--- config.mk ---
export PLATFORM = sky130hd
export DESIGN_NAME = wb_port_arbiter_flat
export DESIGN_NICKNAME = d
export VERILOG_FILES = /design/src/rtl/wb_port_arbiter_if.sv /design/src/rtl/wb_port_arbiter.sv /design/src/flat_wrapper.sv
export SDC_FILE = /design/constraint.sdc
export NUM_CORES = 1
export LEC_CHECK = 0
export BUFFER_PORTS_ARGS = -buffer_cell sky130_fd_sc_hd__buf_4
export CAP_MARGIN = 10
export CORE_ASPECT_RATIO = 1.1
export CORE_MARGIN = 5
export CORE_UTILIZATION = 41
export DETAILED_ROUTE_END_ITERATION = 8
export PLACE_DENSITY = 0.74
export SLEW_MARGIN = 20
export SYNTH_ARGS = -nofsm -noshare
export SYNTH_HDL_FRONTEND = slang
export SYNTH_SLANG_ARGS = --single-unit
--- constraint.sdc ---
create_clock -name clk -period 3.9 [get_ports clk]
set_clock_uncertainty 0.1 [all_clocks]
set_input_delay 0.39 -clock clk [delete_from_list [all_inputs] [get_ports clk]]
set_output_delay 0.39 -clock clk [all_outputs]
set_load 0.02 [all_outputs]
--- src/rtl/wb_port_arbiter_if.sv ---
// Bus bundle between the writeback stage, the late-result path and the
// register-file write port. The arbiter connects through the slave modport;
// the surrounding pipeline (or a bench) uses the master modport.
interface wb_port_arbiter_if #(
    parameter int DEPTH = 2
);
    localparam int CW = $clog2(DEPTH) + 1;

    logic          a_valid;
    logic [4:0]    a_id;
    logic [31:0]   a_data;
    logic          a_ready;

    logic          b_valid;
    logic [4:0]    b_id;
    logic [31:0]   b_data;
    logic          b_ready;

    logic          rf_valid;
    logic [4:0]    rf_id;
    logic [31:0]   rf_data;

    logic [31:0]   pend_mask;
    logic [CW-1:0] b_count;

    modport slave (
        input  a_valid, a_id, a_data,
        input  b_valid, b_id, b_data,
        output a_ready, b_ready,
        output rf_valid, rf_id, rf_data,
        output pend_mask, b_count
    );

    modport master (
        output a_valid, a_id, a_data,
        output b_valid, b_id, b_data,
        input  a_ready, b_ready,
        input  rf_valid, rf_id, rf_data,
        input  pend_mask, b_count
    );
endinterface

--- src/rtl/wb_port_arbiter.sv ---
// Register-file write-port arbiter. The in-order writeback stage (A) normally
// wins; late results (B) wait in a small circular FIFO and drain in idle
// cycles, or are forced through after MAX_WAIT consecutive A grants, stalling
// A for one cycle. pend_mask tells the hazard unit which registers still have
// a queued late write.
module wb_port_arbiter #(
    parameter int DEPTH    = 2,
    parameter int MAX_WAIT = 4
) (
    input logic              clk,
    input logic              reset,
    wb_port_arbiter_if.slave bus
);
    localparam int PW = $clog2(DEPTH);
    localparam int CW = PW + 1;
    localparam logic [CW-1:0] FullCount = CW'(DEPTH);
    localparam logic [3:0]    MaxWait   = 4'(MAX_WAIT);

    logic [4:0]    id_q   [DEPTH];
    logic [31:0]   data_q [DEPTH];
    logic [PW-1:0] head_q, head_d;
    logic [PW-1:0] tail_q, tail_d;
    logic [CW-1:0] count_q, count_d;
    logic [3:0]    wait_q, wait_d;
    logic          rf_valid_q, rf_valid_d;
    logic [4:0]    rf_id_q, rf_id_d;
    logic [31:0]   rf_data_q, rf_data_d;

    logic          not_empty;
    logic          force_b;
    logic          grant_a;
    logic          grant_b;
    logic          push;
    logic          store;
    logic [31:0]   pend_mask;

    // Grant decision, FIFO pointer/occupancy update, starvation counter and
    // next value of the registered write port.
    always_comb begin
        not_empty = (count_q != '0);
        force_b   = not_empty && (wait_q == MaxWait);
        grant_b   = force_b || (!bus.a_valid && not_empty);
        grant_a   = !force_b && bus.a_valid;
        push      = bus.b_valid && (count_q < FullCount);
        store     = push && (bus.b_id != 5'd0);

        head_d  = grant_b ? head_q + PW'(1) : head_q;
        tail_d  = store ? tail_q + PW'(1) : tail_q;
        count_d = count_q + CW'(store) - CW'(grant_b);

        wait_d = wait_q;
        if (grant_b || (count_d == '0)) begin
            wait_d = 4'd0;
        end else if (grant_a && not_empty && (wait_q != MaxWait)) begin
            wait_d = wait_q + 4'd1;
        end

        rf_valid_d = 1'b0;
        rf_id_d    = rf_id_q;
        rf_data_d  = rf_data_q;
        if (grant_b) begin
            rf_valid_d = (id_q[head_q] != 5'd0);
            rf_id_d    = id_q[head_q];
            rf_data_d  = data_q[head_q];
        end else if (grant_a) begin
            rf_valid_d = (bus.a_id != 5'd0);
            rf_id_d    = bus.a_id;
            rf_data_d  = bus.a_data;
        end
    end

    // Pending-register mask: every occupied slot, counted from the head,
    // contributes its destination bit; register 0 never needs an interlock.
    always_comb begin
        pend_mask = '0;
        for (int i = 0; i < DEPTH; i++) begin
            if ({1'b0, PW'(i) - head_q} < count_q) begin
                pend_mask[id_q[i]] = 1'b1;
            end
        end
        pend_mask[0] = 1'b0;
    end

    // Control state: FIFO pointers, occupancy and starvation counter.
    always_ff @(posedge clk or posedge reset) begin
        if (reset) begin
            head_q  <= '0;
            tail_q  <= '0;
            count_q <= '0;
            wait_q  <= '0;
        end else begin
            head_q  <= head_d;
            tail_q  <= tail_d;
            count_q <= count_d;
            wait_q  <= wait_d;
        end
    end

    // FIFO storage: a late result is written at the tail when it is stored.
    always_ff @(posedge clk or posedge reset) begin
        if (reset) begin
            for (int i = 0; i < DEPTH; i++) begin
                id_q[i]   <= '0;
                data_q[i] <= '0;
            end
        end else if (store) begin
            id_q[tail_q]   <= bus.b_id;
            data_q[tail_q] <= bus.b_data;
        end
    end

    // Registered regfile write port.
    always_ff @(posedge clk or posedge reset) begin
        if (reset) begin
            rf_valid_q <= 1'b0;
            rf_id_q    <= '0;
            rf_data_q  <= '0;
        end else begin
            rf_valid_q <= rf_valid_d;
            rf_id_q    <= rf_id_d;
            rf_data_q  <= rf_data_d;
        end
    end

    assign bus.a_ready   = !force_b;
    assign bus.b_ready   = (count_q < FullCount);
    assign bus.rf_valid  = rf_valid_q;
    assign bus.rf_id     = rf_id_q;
    assign bus.rf_data   = rf_data_q;
    assign bus.pend_mask = pend_mask;
    assign bus.b_count   = count_q;
endmodule

--- src/flat_wrapper.sv ---
// flat-port wrapper written by rule: the top's interface ports become plain ports
module wb_port_arbiter_flat 
#(
    parameter int DEPTH    = 2,
    parameter int MAX_WAIT = 4
)
  (clk, reset, bus_a_valid, bus_a_id, bus_a_data, bus_b_valid, bus_b_id, bus_b_data, bus_a_ready, bus_b_ready, bus_rf_valid, bus_rf_id, bus_rf_data, bus_pend_mask, bus_b_count);
  wb_port_arbiter_if #(.DEPTH(DEPTH)) bus_i ();
  input logic clk;
  input logic reset;
  input wire logic [$bits(bus_i.a_valid)-1:0] bus_a_valid;
  input wire logic [$bits(bus_i.a_id)-1:0] bus_a_id;
  input wire logic [$bits(bus_i.a_data)-1:0] bus_a_data;
  input wire logic [$bits(bus_i.b_valid)-1:0] bus_b_valid;
  input wire logic [$bits(bus_i.b_id)-1:0] bus_b_id;
  input wire logic [$bits(bus_i.b_data)-1:0] bus_b_data;
  output wire logic [$bits(bus_i.a_ready)-1:0] bus_a_ready;
  output wire logic [$bits(bus_i.b_ready)-1:0] bus_b_ready;
  output wire logic [$bits(bus_i.rf_valid)-1:0] bus_rf_valid;
  output wire logic [$bits(bus_i.rf_id)-1:0] bus_rf_id;
  output wire logic [$bits(bus_i.rf_data)-1:0] bus_rf_data;
  output wire logic [$bits(bus_i.pend_mask)-1:0] bus_pend_mask;
  output wire logic [$bits(bus_i.b_count)-1:0] bus_b_count;
  assign bus_i.a_valid = bus_a_valid;
  assign bus_i.a_id = bus_a_id;
  assign bus_i.a_data = bus_a_data;
  assign bus_i.b_valid = bus_b_valid;
  assign bus_i.b_id = bus_b_id;
  assign bus_i.b_data = bus_b_data;
  assign bus_a_ready = bus_i.a_ready;
  assign bus_b_ready = bus_i.b_ready;
  assign bus_rf_valid = bus_i.rf_valid;
  assign bus_rf_id = bus_i.rf_id;
  assign bus_rf_data = bus_i.rf_data;
  assign bus_pend_mask = bus_i.pend_mask;
  assign bus_b_count = bus_i.b_count;
  wb_port_arbiter #(.DEPTH(DEPTH), .MAX_WAIT(MAX_WAIT)) u_core (.clk(clk), .reset(reset), .bus(bus_i));
endmodule
==> impl_metrics.env, run 1 <==
export IMPL_detailed_route_vias_per_instance=5.35
export IMPL_setup_viol=0
export IMPL_cpMaxStageDelayCell="sky130_fd_sc_hd__or3b_2"
export IMPL_share_of_flip_flops_with_an_asynchronous_set_or_reset_pct=100
export IMPL_synth_cells=522
export IMPL_grt_pass1_wl_um=24100
export IMPL_post_cts_buffers=0
export IMPL_via_total_after_detailed_routing=4585
export IMPL_run_status="finished clean"
export IMPL_avg_cell_area_syn_um2=11.2
export IMPL_fillers=1203
export IMPL_worstPathArrival_ns=2.25
export IMPL_cpPeakStageDelay_ns=0.56
export IMPL_share_of_cells_above_drive_strength_1_pct=35.6
export IMPL_globalplace_congestion=0.847
export IMPL_ant_nets=0
export IMPL_tightestPinTransition_ns=0.991
export IMPL_grt_util_all_layers_pct=18.3
export IMPL_timing_critical_path_required_ns=3.41
export IMPL_die_height_um=135
export IMPL_synth_compound_gate_area_share_pct=8.90
export IMPL_final_core_utilization_pct=55.2
export IMPL_most_common_layout_cells="157 x sky130_fd_sc_hd__buf_4, 119 x sky130_fd_sc_hd__dfrtp_1, 73 x sky130_fd_sc_hd__nand2_1"
export IMPL_worst_r2r_cell_count=13
export IMPL_route_detailed_wl_per_inst_um=17.6
export IMPL_synth_xor_xnor_area_share_pct=0.599
export IMPL_largest_family_of_logic_cells_by_synthesized_area="multiplexers"
export IMPL_max_clock_freq_mhz=365
export IMPL_timing_critical_path_cells="nor2b_1 -> nor2_1 -> or3b_2 -> o22ai_1 -> buf_4"
export IMPL_power_ir_vdd_worst_mv=0.374
export IMPL_period_minus_slack_ns=2.74
export IMPL_grt_setup_unrepaired="no"
export IMPL_portion_of_netlist_area_occupied_by_mux_cells_pct=22.2
export IMPL_drtPass1Iterations=6
export IMPL_synth_adder_area_share_pct=0.856
export IMPL_grt_overflow_total=0
export IMPL_die_area_um2=16800
export IMPL_htree_levels=4
export IMPL_rr_endpoint="u_core.wait_q[2]"
export IMPL_synth_edf_count=0
export IMPL_clockBufferDepth=2
export IMPL_timing_hold_violations_final=0
export IMPL_die_width_um=124
export IMPL_grt_start_max_net_pins=83
export IMPL_place_port_buffers=150
export IMPL_power_per_cell_area_nw_per_um2=896
export IMPL_layout_commonest_cell="sky130_fd_sc_hd__buf_4"
export IMPL_clk_latency_ns=0.40
export IMPL_clock_sink_count=120
export IMPL_critical_path_max_fanout=8
export IMPL_post_layout_nonfiller_instances=857
export IMPL_syn2layout_area_growth_pct=31.4
export IMPL_worst_hold_path_type="input pin to async pin"
export IMPL_drt_total_wl_um=15100
export IMPL_tritoncts_num_buffers=17
export IMPL_r2r_start="u_core.wait_q[0]"
export IMPL_synth_flop_cell="sky130_fd_sc_hd__dfrtp_1"
export IMPL_yosysSeqAreaShare_pct=51.4
export IMPL_placementRows=45
export IMPL_ys_seq_elements=120
export IMPL_syn_num_nets=604
export IMPL_max_cap_violations=0
export IMPL_grt_antenna_before_repair=0
export IMPL_synthesis_yosys_warnings=0
export IMPL_setup_worst_path_start_class="register"
export IMPL_static_leakage_power_nw=3.59
export IMPL_netlist_cell_type_count=41
export IMPL_path_type_of_the_worst_setup_path="register to output pin"
export IMPL_maxSlewHeadroom_pct=33.8
export IMPL_drc=0
export IMPL_cpLargestDelayFamily="simple AND/OR/NAND/NOR gates"
export IMPL_detailed_place_hpwl_um=10500
export IMPL_cts_hold_buf=0
export IMPL_drv_slew=0
export IMPL_synthesis_area_um2=5850
export IMPL_min_period_over_period_pct=70.2
export IMPL_first_iter_violations=271
export IMPL_yosys_area_share_simple_pct=12.0
export IMPL_clock_tree_root_cell="sky130_fd_sc_hd__clkbuf_16"
export IMPL_antennaDiodeCount=0
export IMPL_ios=152
export IMPL_post_place_cells=827
export IMPL_setup_reg_to_reg_worst_slack_ns=1.32
export IMPL_cp_num_buf_inv=1
export IMPL_floorplan_initialDensity_pct=42.0
export IMPL_via_count_of_the_first_global_routing_pass=4806
export IMPL_post_cts_gate_resize_count=0
export IMPL_timing_critical_path_to_type="output pin"
export IMPL_final_net_count=740
export IMPL_core_area_um2=13900
export IMPL_tritoncts="yes"
export IMPL_final_setup_tns_ns=0
export IMPL_clkSlewWorstSetupHoldPaths_ns=0.05
worst max-delay path by stage:
stage | startpoint | endpoint | cells after the start
after floorplan | reset | u_core.bus.b_count[0] | 1
after global placement | bus_b_id[1] | u_core.data_q[17] | 6
after detailed placement | u_core.wait_q[0] | u_core.wait_q[1] | 13
after CTS | u_core.bus.b_count[0] | bus_pend_mask[30] | 5
after global routing | u_core.bus.b_count[0] | bus_pend_mask[30] | 5
final | u_core.bus.b_count[0] | bus_pend_mask[30] | 5
cell type report:
| class | instances | area [um2] | share of cell area (%) |
|---|---|---|---|
| sequential | 120 | 3000 | 39.1 |
| timing repair buffer | 157 | 1180 | 15.3 |
| inverter | 8 | 35.0 | 0.456 |
| tap | 188 | 235 | 3.06 |
| clock buffer | 22 | 484 | 6.30 |
| multi-input combinational | 354 | 2630 | 34.2 |
| clock inverter | 8 | 120 | 1.56 |
where the power goes:
| part | switching, mW | total [mW] | internal, mW | leakage [nW] |
|---|---|---|---|---|
| clock network | 0.517 | 1.58 | 1.06 | 0.294 |
| logic | 1.60 | 2.97 | 1.37 | 1.87 |
| registers | 0.459 | 2.34 | 1.88 | 1.42 |
state kept, by name, summed over array words and instances (netlist names):
name / count
u_core.bus.rf_valid: 1
u_core.tail_q: 1
u_core.wait_q: 4
u_core.data_q: 64
u_core.id_q: 10
u_core.bus.rf_data: 32
u_core.bus.rf_id: 5
u_core.head_q: 1
u_core.bus.b_count: 2
metrics by stage:
step                power, mW  cell area (um2)  hold slack, ns  worst slack [ns]
finish                   6.88             7680          0.0243              1.16
global route             7.33             7680          0.0853              1.07
CTS                      6.94             7680          0.0956              1.16
detailed placement       5.34             7080           0.361              1.38
global placement         5.21             7080           0.355              1.48
floorplan                4.34             5850           0.357             0.224
cells by family (layout without fill, tap and decap cells):
kind of cell | Yosys count | count (layout)
AND/OR/NAND/NOR | 150 | 150
flip-flops | 120 | 120
multiplexers | 113 | 113
AO/OA/AOI/OAI | 82 | 82
buffers and inverters | 48 | 195
adder cells (fa/ha/maj) | 4 | 4
XOR/XNOR | 4 | 4
other | 1 | 1
routing by layer:
layer,up-vias,track usage [%],wire length [um]
li1,2135,-,-
met2,185,31.0,7530
met5,-,0,0
met3,28,5.14,1030
met4,0,6.77,372
met1,2237,22.2,6180
worst register-to-register path: stages (launching register included):
cell	delay, ns
sky130_fd_sc_hd__dfrtp_1	0.41
sky130_fd_sc_hd__inv_1	0.10
sky130_fd_sc_hd__ha_1	0.20
sky130_fd_sc_hd__nand3b_1	0.19
sky130_fd_sc_hd__nand2_1	0.11
sky130_fd_sc_hd__nand2_1	0.18
sky130_fd_sc_hd__inv_2	0.06
sky130_fd_sc_hd__ha_1	0.27
sky130_fd_sc_hd__inv_1	0.04
sky130_fd_sc_hd__ha_1	0.18
sky130_fd_sc_hd__xnor2_1	0.19
sky130_fd_sc_hd__xnor2_1	0.10
sky130_fd_sc_hd__nor2_1	0.24
sky130_fd_sc_hd__a31oi_1	0.08
Yosys cell counts (3+ instances only):
cell	number	area share, %
sky130_fd_sc_hd__buf_6	6	1.2
sky130_fd_sc_hd__mux2_1	40	7.7
sky130_fd_sc_hd__mux2_4	20	5.1
sky130_fd_sc_hd__a22oi_1	4	0.51
sky130_fd_sc_hd__inv_1	6	0.39
sky130_fd_sc_hd__ha_1	4	0.86
sky130_fd_sc_hd__xnor2_1	3	0.45
sky130_fd_sc_hd__mux2_2	14	2.7
sky130_fd_sc_hd__buf_2	5	0.43
sky130_fd_sc_hd__nand3b_1	8	1.0
sky130_fd_sc_hd__clkbuf_1	22	1.4
sky130_fd_sc_hd__a21oi_1	3	0.26
sky130_fd_sc_hd__or3b_2	7	1.0
sky130_fd_sc_hd__buf_1	6	0.39
sky130_fd_sc_hd__o21ai_0	6	0.51
sky130_fd_sc_hd__nand3_1	4	0.34
sky130_fd_sc_hd__mux2i_1	39	6.7
sky130_fd_sc_hd__or3_1	4	0.43
sky130_fd_sc_hd__dfrtp_1	120	51
sky130_fd_sc_hd__nor2_1	38	2.4
sky130_fd_sc_hd__nand2_1	73	4.7
sky130_fd_sc_hd__o22ai_1	63	6.7
Power figures use the tool's default switching activity.
==> inputs of run 2 (changes only) <==
==> constraint.sdc (replaced) <==
create_clock -name clk -period 2.45 [get_ports clk]
set_clock_uncertainty 0.1 [all_clocks]
set_input_delay 0.245 -clock clk [delete_from_list [all_inputs] [get_ports clk]]
set_output_delay 0.245 -clock clk [all_outputs]
set_load 0.02 [all_outputs]
==> run 2 against run 1 <==
  * Final area rose by 11%
  * Via count grew 8.5%
  * Clock power up 38%
  * Routed wire length increased by 10%
  * Setup slack got worse by 1.1 ns
  * First-iteration DRC count is 38% higher
  * Critical endpoint is now bus_pend_mask[23]
  * Largest cell class unchanged
==> impl_metrics.env, run 2 (synthesized netlist as in run 1, its figures left out) <==
export IMPL_run_status="finished clean"
export IMPL_timing_hold_violations_final=0
export IMPL_layout_setup_ws_ns=0.0821
export IMPL_globalplace_congestion=0.843
export IMPL_clock_sink_count=120
export IMPL_final_cell_area_um2=8500
export IMPL_detailed_route_vias_per_instance=5.31
export IMPL_die_height_um=135
export IMPL_grt_util_all_layers_pct=20.2
export IMPL_post_cts_buffers=0
export IMPL_largest_register="u_core.data_q"
export IMPL_clk_latency_ns=0.41
export IMPL_max_cap_violations=0
export IMPL_antennaDiodeCount=0
export IMPL_min_period_over_period_pct=96.6
export IMPL_largest_register_ffs=64
export IMPL_placementRows=45
export IMPL_power_ir_vdd_worst_mv=0.960
export IMPL_max_clock_freq_mhz=422
export IMPL_grt_pass1_wl_um=26800
export IMPL_drv_slew=0
export IMPL_via_total_after_detailed_routing=4974
export IMPL_clkSlewWorstSetupHoldPaths_ns=0.05
export IMPL_drtPass1Iterations=5
export IMPL_floorplan_initialDensity_pct=42.0
export IMPL_via_count_of_the_first_global_routing_pass=5475
export IMPL_share_of_cells_above_drive_strength_1_pct=33.0
export IMPL_layout_commonest_cell="sky130_fd_sc_hd__buf_4"
export IMPL_period_minus_slack_ns=2.37
export IMPL_ant_nets=0
export IMPL_fillers=1103
export IMPL_grt_setup_unrepaired="no"
export IMPL_syn2layout_area_growth_pct=45.3
export IMPL_route_detailed_wl_per_inst_um=17.8
export IMPL_die_area_um2=16800
export IMPL_setup_worst_path_start_class="register"
export IMPL_maxSlewHeadroom_pct=52.1
export IMPL_tightestPinTransition_ns=0.719
export IMPL_drc=0
export IMPL_drt_total_wl_um=16600
export IMPL_detailed_place_area_um2=7220
export IMPL_critical_path_max_fanout=8
export IMPL_grt_start_max_net_pins=121
export IMPL_tritoncts_num_buffers=17
export IMPL_final_net_count=820
export IMPL_worstPathArrival_ns=2.02
export IMPL_detailed_place_hpwl_um=10500
export IMPL_clockBufferDepth=2
export IMPL_ios=152
export IMPL_die_width_um=124
export IMPL_post_layout_nonfiller_instances=936
export IMPL_post_place_cells=833
export IMPL_first_iter_violations=373
export IMPL_static_leakage_power_nw=3.91
export IMPL_htree_levels=4
export IMPL_setup_viol=0
export IMPL_grt_antenna_before_repair=0
export IMPL_most_common_layout_cells="158 x sky130_fd_sc_hd__buf_4, 118 x sky130_fd_sc_hd__dfrtp_1, 74 x sky130_fd_sc_hd__dlygate4sd3_1"
export IMPL_clock_tree_root_cell="sky130_fd_sc_hd__clkbuf_16"
export IMPL_place_port_buffers=150
export IMPL_power_per_cell_area_nw_per_um2=1300
export IMPL_path_type_of_the_worst_setup_path="register to output pin"
export IMPL_grt_overflow_total=0
export IMPL_tritoncts="yes"
export IMPL_timing_critical_path_to_type="output pin"
export IMPL_timing_critical_path_required_ns=2.11
export IMPL_final_setup_tns_ns=0
export IMPL_core_area_um2=13900
export IMPL_pre_cts_ws_ns=0.150
export IMPL_worst_hold_path_type="input pin to register"
run 2: stage by stage:
step	hold WS [ns]	util (%)	total power, mW
6_report	0.0295	61.1	11.0
5_1_grt	0.0363	61.1	11.7
4_1_cts	0.0103	61.0	11.0
3_5_place_dp	0.356	51.9	8.65
3_3_place_gp	0.352	51.9	8.43
2_1_floorplan	0.277	-	6.99
run 2: final timing paths:
path                                        startpoint                endpoint  slack [ns]  depth (start not counted)
min in group asynchronous                        reset  u_core.bus.rf_data[13]        0.44                          4
worst min register to register  u_core.bus.rf_data[22]  u_core.bus.rf_data[22]        0.37                          2
worst min-delay path                       bus_a_id[3]     u_core.bus.rf_valid        0.03                          3
worst max register to register        u_core.wait_q[0]        u_core.wait_q[1]        0.19                         13
max in group asynchronous                        reset       u_core.data_q[14]        1.24                          4
worst max-delay path             u_core.bus.b_count[0]       bus_pend_mask[23]        0.08                          5
run 2: critical path: stages, from the launching register on:
cell and delay, ns:
sky130_fd_sc_hd__dfrtp_1 0.36, sky130_fd_sc_hd__buf_4 0.16, sky130_fd_sc_hd__nor2b_1 0.14, sky130_fd_sc_hd__o211ai_1 0.55
sky130_fd_sc_hd__o22ai_1 0.21, sky130_fd_sc_hd__buf_4 0.19
run 2: per-layer routing:
metal / vias to the layer above / wire length (um) / global-route usage [%]
met5: - / 0 / 0
met4: 0 / 395 / 7.88
met3: 39 / 985 / 4.39
met2: 216 / 8700 / 36.9
met1: 2426 / 6560 / 22.6
li1: 2293 / - / -
run 2: area by class of cell:
type                    instances  area, um2  share of cell area (%)
clock buffers                  26        499                    5.88
clock inverters                 3       17.5                   0.206
inverters                       8       36.3                   0.427
multi-input cells             354       2680                    31.5
flip-flops and latches        120       3010                    35.4
well taps                     188        235                    2.77
repair buffers                237       2030                    23.9
run 2: repair_timing:
action,4_1_cts,5_1_grt
endpoints found under the hold margin,230,0
hold buffers,74,0
endpoints found under the setup margin,0,23
resized for setup,0,5
run 2: power by group:
group | switching, mW | leakage, nW | total [mW] | internal, mW
registers | 0.716 | 1.42 | 3.71 | 2.99
logic | 2.71 | 2.24 | 5.12 | 2.41
clock network | 0.806 | 0.252 | 2.18 | 1.38
==> inputs of run 3 (changes only) <==
--- a/config.mk
+++ b/config.mk
@@ -5,6 +5,7 @@
 export SDC_FILE = /design/constraint.sdc
 export NUM_CORES = 1
 export LEC_CHECK = 0
+export ABC_AREA = 1
 export BUFFER_PORTS_ARGS = -buffer_cell sky130_fd_sc_hd__buf_4
 export CAP_MARGIN = 10
 export CORE_ASPECT_RATIO = 1.1
==> run 3 against run 2 <==
  * Utilization decreased by 3.9 points
  * Clock-buffer cell count decreased by 7
  * Final area decreased by 2.7%
  * Final cell count increased by 30%
  * Clock power increased by 14%
  * Synthesized cell count increased by 60%
  * Flip-flop and latch count unchanged
  * First-iteration DRC count increased by 0.27%
  * Area after synthesis increased by 3.7%
  * Fmax increased by 0.81%
  * Total power decreased by 3.7%
  * Largest cell class unchanged
  * Largest power group unchanged
==> impl_metrics.env, run 3 <==
export IMPL_run_status="finished clean"
export IMPL_route_detailed_wl_per_inst_um=13.5
export IMPL_synth_top_area_cell="sky130_fd_sc_hd__dfrtp_1"
export IMPL_place_port_buffers=150
export IMPL_critical_path_max_fanout=8
export IMPL_share_of_flip_flops_with_an_asynchronous_set_or_reset_pct=100
export IMPL_detailed_place_hpwl_um=10800
export IMPL_most_common_layout_cells="308 x sky130_fd_sc_hd__nand2_1, 157 x sky130_fd_sc_hd__buf_4, 120 x sky130_fd_sc_hd__dfrtp_1"
export IMPL_maxSlewHeadroom_pct=56.5
export IMPL_timing_critical_path_to_type="output pin"
export IMPL_period_minus_slack_ns=2.35
export IMPL_static_leakage_power_nw=4.38
export IMPL_detailed_route_vias_per_instance=4.79
export IMPL_power_share_combinational_pct=43.2
export IMPL_most_area_consuming_cells_after_synthesis="sky130_fd_sc_hd__dfrtp_1 50%, sky130_fd_sc_hd__nand2_1 19%, sky130_fd_sc_hd__o21ai_0 6.3%, sky130_fd_sc_hd__inv_1 5.7%, sky130_fd_sc_hd__o21ai_1 5.6%"
export IMPL_ys_seq_elements=120
export IMPL_ant_nets=0
export IMPL_die_area_um2=17300
export IMPL_max_clock_freq_mhz=426
export IMPL_power_ir_vdd_worst_mv=0.648
export IMPL_tritoncts_num_buffers=17
export IMPL_cp_num_buf_inv=2
export IMPL_largest_register_ffs=64
export IMPL_yosysSeqAreaShare_pct=49.5
export IMPL_min_period_over_period_pct=95.9
export IMPL_synth_top_cells_by_count="308 x sky130_fd_sc_hd__nand2_1, 120 x sky130_fd_sc_hd__dfrtp_1, 92 x sky130_fd_sc_hd__inv_1, 76 x sky130_fd_sc_hd__o21ai_0, 75 x sky130_fd_sc_hd__nor2_1"
export IMPL_largest_register="u_core.data_q"
export IMPL_sw_frac_of_total_pct=41.3
export IMPL_total_power_mw=10.6
export IMPL_netSwitchingPower_mw=4.38
export IMPL_htree_levels=4
export IMPL_power_per_cell_area_nw_per_um2=1280
export IMPL_layout_commonest_cell="sky130_fd_sc_hd__nand2_1"
export IMPL_clk_latency_ns=0.40
export IMPL_cpMaxStageDelayCell="sky130_fd_sc_hd__dfrtp_1"
export IMPL_internal_power_mw=6.22
export IMPL_clock_tree_root_cell="sky130_fd_sc_hd__clkbuf_16"
export IMPL_synthesis_yosys_warnings=0
export IMPL_grt_start_max_net_pins=121
export IMPL_netlist_area_leader_share_pct=49.5
export IMPL_path_type_of_the_worst_setup_path="register to output pin"
export IMPL_core_area_um2=14400
export IMPL_max_cap_violations=0
export IMPL_timing_critical_path_cells="inv_2 -> o21ai_1 -> nand3_1 -> o21ai_0 -> buf_4"
export IMPL_setup_viol=0
export IMPL_cpPeakStageDelay_ns=0.48
export IMPL_drv_slew=0
export IMPL_fillers=1357
export IMPL_first_iter_violations=374
export IMPL_final_net_count=1090
export IMPL_synthesis_area_um2=6060
export IMPL_pre_cts_ws_ns=0.107
export IMPL_antennaDiodeCount=0
export IMPL_syn2layout_area_growth_pct=36.4
export IMPL_power_clock_fraction_pct=23.5
export IMPL_share_of_cells_above_drive_strength_1_pct=20.3
export IMPL_clock_sink_count=120
export IMPL_worstPathArrival_ns=2.00
export IMPL_detailed_place_area_um2=7350
export IMPL_via_total_after_detailed_routing=5807
export IMPL_timing_hold_violations_final=0
export IMPL_timing_critical_path_required_ns=2.11
export IMPL_synth_edf_count=0
export IMPL_clkSlewWorstSetupHoldPaths_ns=0.05
export IMPL_die_width_um=126
export IMPL_syn_num_nets=918
export IMPL_tritoncts="yes"
export IMPL_grt_setup_unrepaired="yes"
export IMPL_setup_worst_path_start_class="register"
export IMPL_layout_setup_ws_ns=0.101
export IMPL_netlist_cell_type_count=23
export IMPL_placementRows=46
export IMPL_clockBufferDepth=2
export IMPL_worst_hold_path_type="input pin to register"
export IMPL_die_height_um=138
export IMPL_floorplan_initialDensity_pct=42.0
export IMPL_synth_cells=836
export IMPL_grt_pass1_wl_um=26900
export IMPL_tightestPinTransition_ns=0.653
export IMPL_final_cell_area_um2=8270
export IMPL_avg_cell_area_syn_um2=7.25
export IMPL_grt_overflow_total=0
export IMPL_portion_of_total_power_attributed_to_sequential_cells_pct=33.3
export IMPL_drc=0
export IMPL_drt_total_wl_um=16400
export IMPL_synth_flop_cell="sky130_fd_sc_hd__dfrtp_1"
export IMPL_post_synth_top_count_cell="sky130_fd_sc_hd__nand2_1"
export IMPL_ios=152
export IMPL_drtPass1Iterations=5
export IMPL_globalplace_congestion=0.861
export IMPL_grt_antenna_before_repair=0
export IMPL_grt_util_all_layers_pct=19.2
export IMPL_via_count_of_the_first_global_routing_pass=5622
export IMPL_cpLargestDelayFamily="compound AO/OA/AOI/OAI gates"
[run 3: power by group through the flow]
stage / clock (mW) / combinational [mW] / sequential, mW
6_report: 2.49 / 4.58 / 3.53
3_5_place_dp: 0 / 4.55 / 3.53
5_1_grt: 2.63 / 5.17 / 3.66
3_3_place_gp: 0 / 4.47 / 3.51
4_1_cts: 2.53 / 4.61 / 3.52
2_1_floorplan: 0 / 2.70 / 3.82
[run 3: per-layer routing]
layer / up-vias / share of wire (%) / track usage, % / wire (um)
met5: - / 0 / 0 / 0
met4: 0 / 1.7 / 7.33 / 276
met3: 24 / 6.8 / 4.58 / 1120
met2: 196 / 49 / 33.7 / 8060
met1: 2656 / 42 / 23.0 / 6960
li1: 2931 / - / - / -
[run 3: timing repair]
item                                   in CTS  in global routing
resized for setup                           0                  2
setup endpoints to repair                   0                 13
buffers inserted                            0                  0
endpoints found under the hold margin     155                  0
hold buffers                               31                  0
[run 3: layout make-up]
cell class,instances,area [um2],area share [%]
clock buffer,19,443,5.36
sequential,120,3000,36.3
tap,192,240,2.91
timing repair buffer,191,1550,18.7
multi-input combinational,581,2510,30.4
inverter,97,368,4.45
clock inverter,13,154,1.86
[run 3: cells by family (layout without fill, tap and decap cells)]
logic type	Yosys count	in the layout	synth area share, %
other	1	1	0.0619
XOR/XNOR	3	3	0.434
flip-flops	120	120	49.5
AO/OA/AOI/OAI	145	145	12.0
AND/OR/NAND/NOR	428	428	27.7
buffers and inverters	135	320	9.41
adder cells (fa/ha/maj)	4	4	0.826
[run 3: metrics by stage]
stage               util, %  hold WS, ns  TNS (ns)  instances
CTS                    57.2     0.000165         0       1213
finish                 57.2      0.00923         0       1213
global route           57.2       0.0214    -0.156       1213
floorplan                 -        0.278         0        836
global placement       50.9        0.364         0       1150
detailed placement     50.9        0.366         0       1150
[run 3: worst paths after layout]
path / start / to / slack, ns / cells after the start
setup / recovery: u_core.bus.b_count[0] / bus_pend_mask[27] / 0.10 / 5
hold / removal: bus_b_data[22] / u_core.data_q[22] / 0.009 / 3
setup reg to reg: u_core.wait_q[0] / u_core.wait_q[0] / 0.21 / 13
hold reg to reg: u_core.bus.rf_data[31] / u_core.bus.rf_data[31] / 0.38 / 2
max in group asynchronous: reset / u_core.data_q[36] / 1.28 / 4
min in group asynchronous: reset / u_core.wait_q[0] / 0.48 / 4
[run 3: worst reg2reg max path: stages (launching register included)]
cell,delay (ns)
sky130_fd_sc_hd__dfrtp_1,0.38
sky130_fd_sc_hd__inv_1,0.07
sky130_fd_sc_hd__ha_1,0.19
sky130_fd_sc_hd__nand3_1,0.09
sky130_fd_sc_hd__nand2_1,0.08
sky130_fd_sc_hd__nand2_1,0.10
sky130_fd_sc_hd__inv_2,0.08
sky130_fd_sc_hd__ha_1,0.27
sky130_fd_sc_hd__inv_1,0.04
sky130_fd_sc_hd__ha_1,0.28
sky130_fd_sc_hd__inv_1,0.08
sky130_fd_sc_hd__nand3_2,0.16
sky130_fd_sc_hd__nand3_1,0.13
sky130_fd_sc_hd__nand2_1,0.07
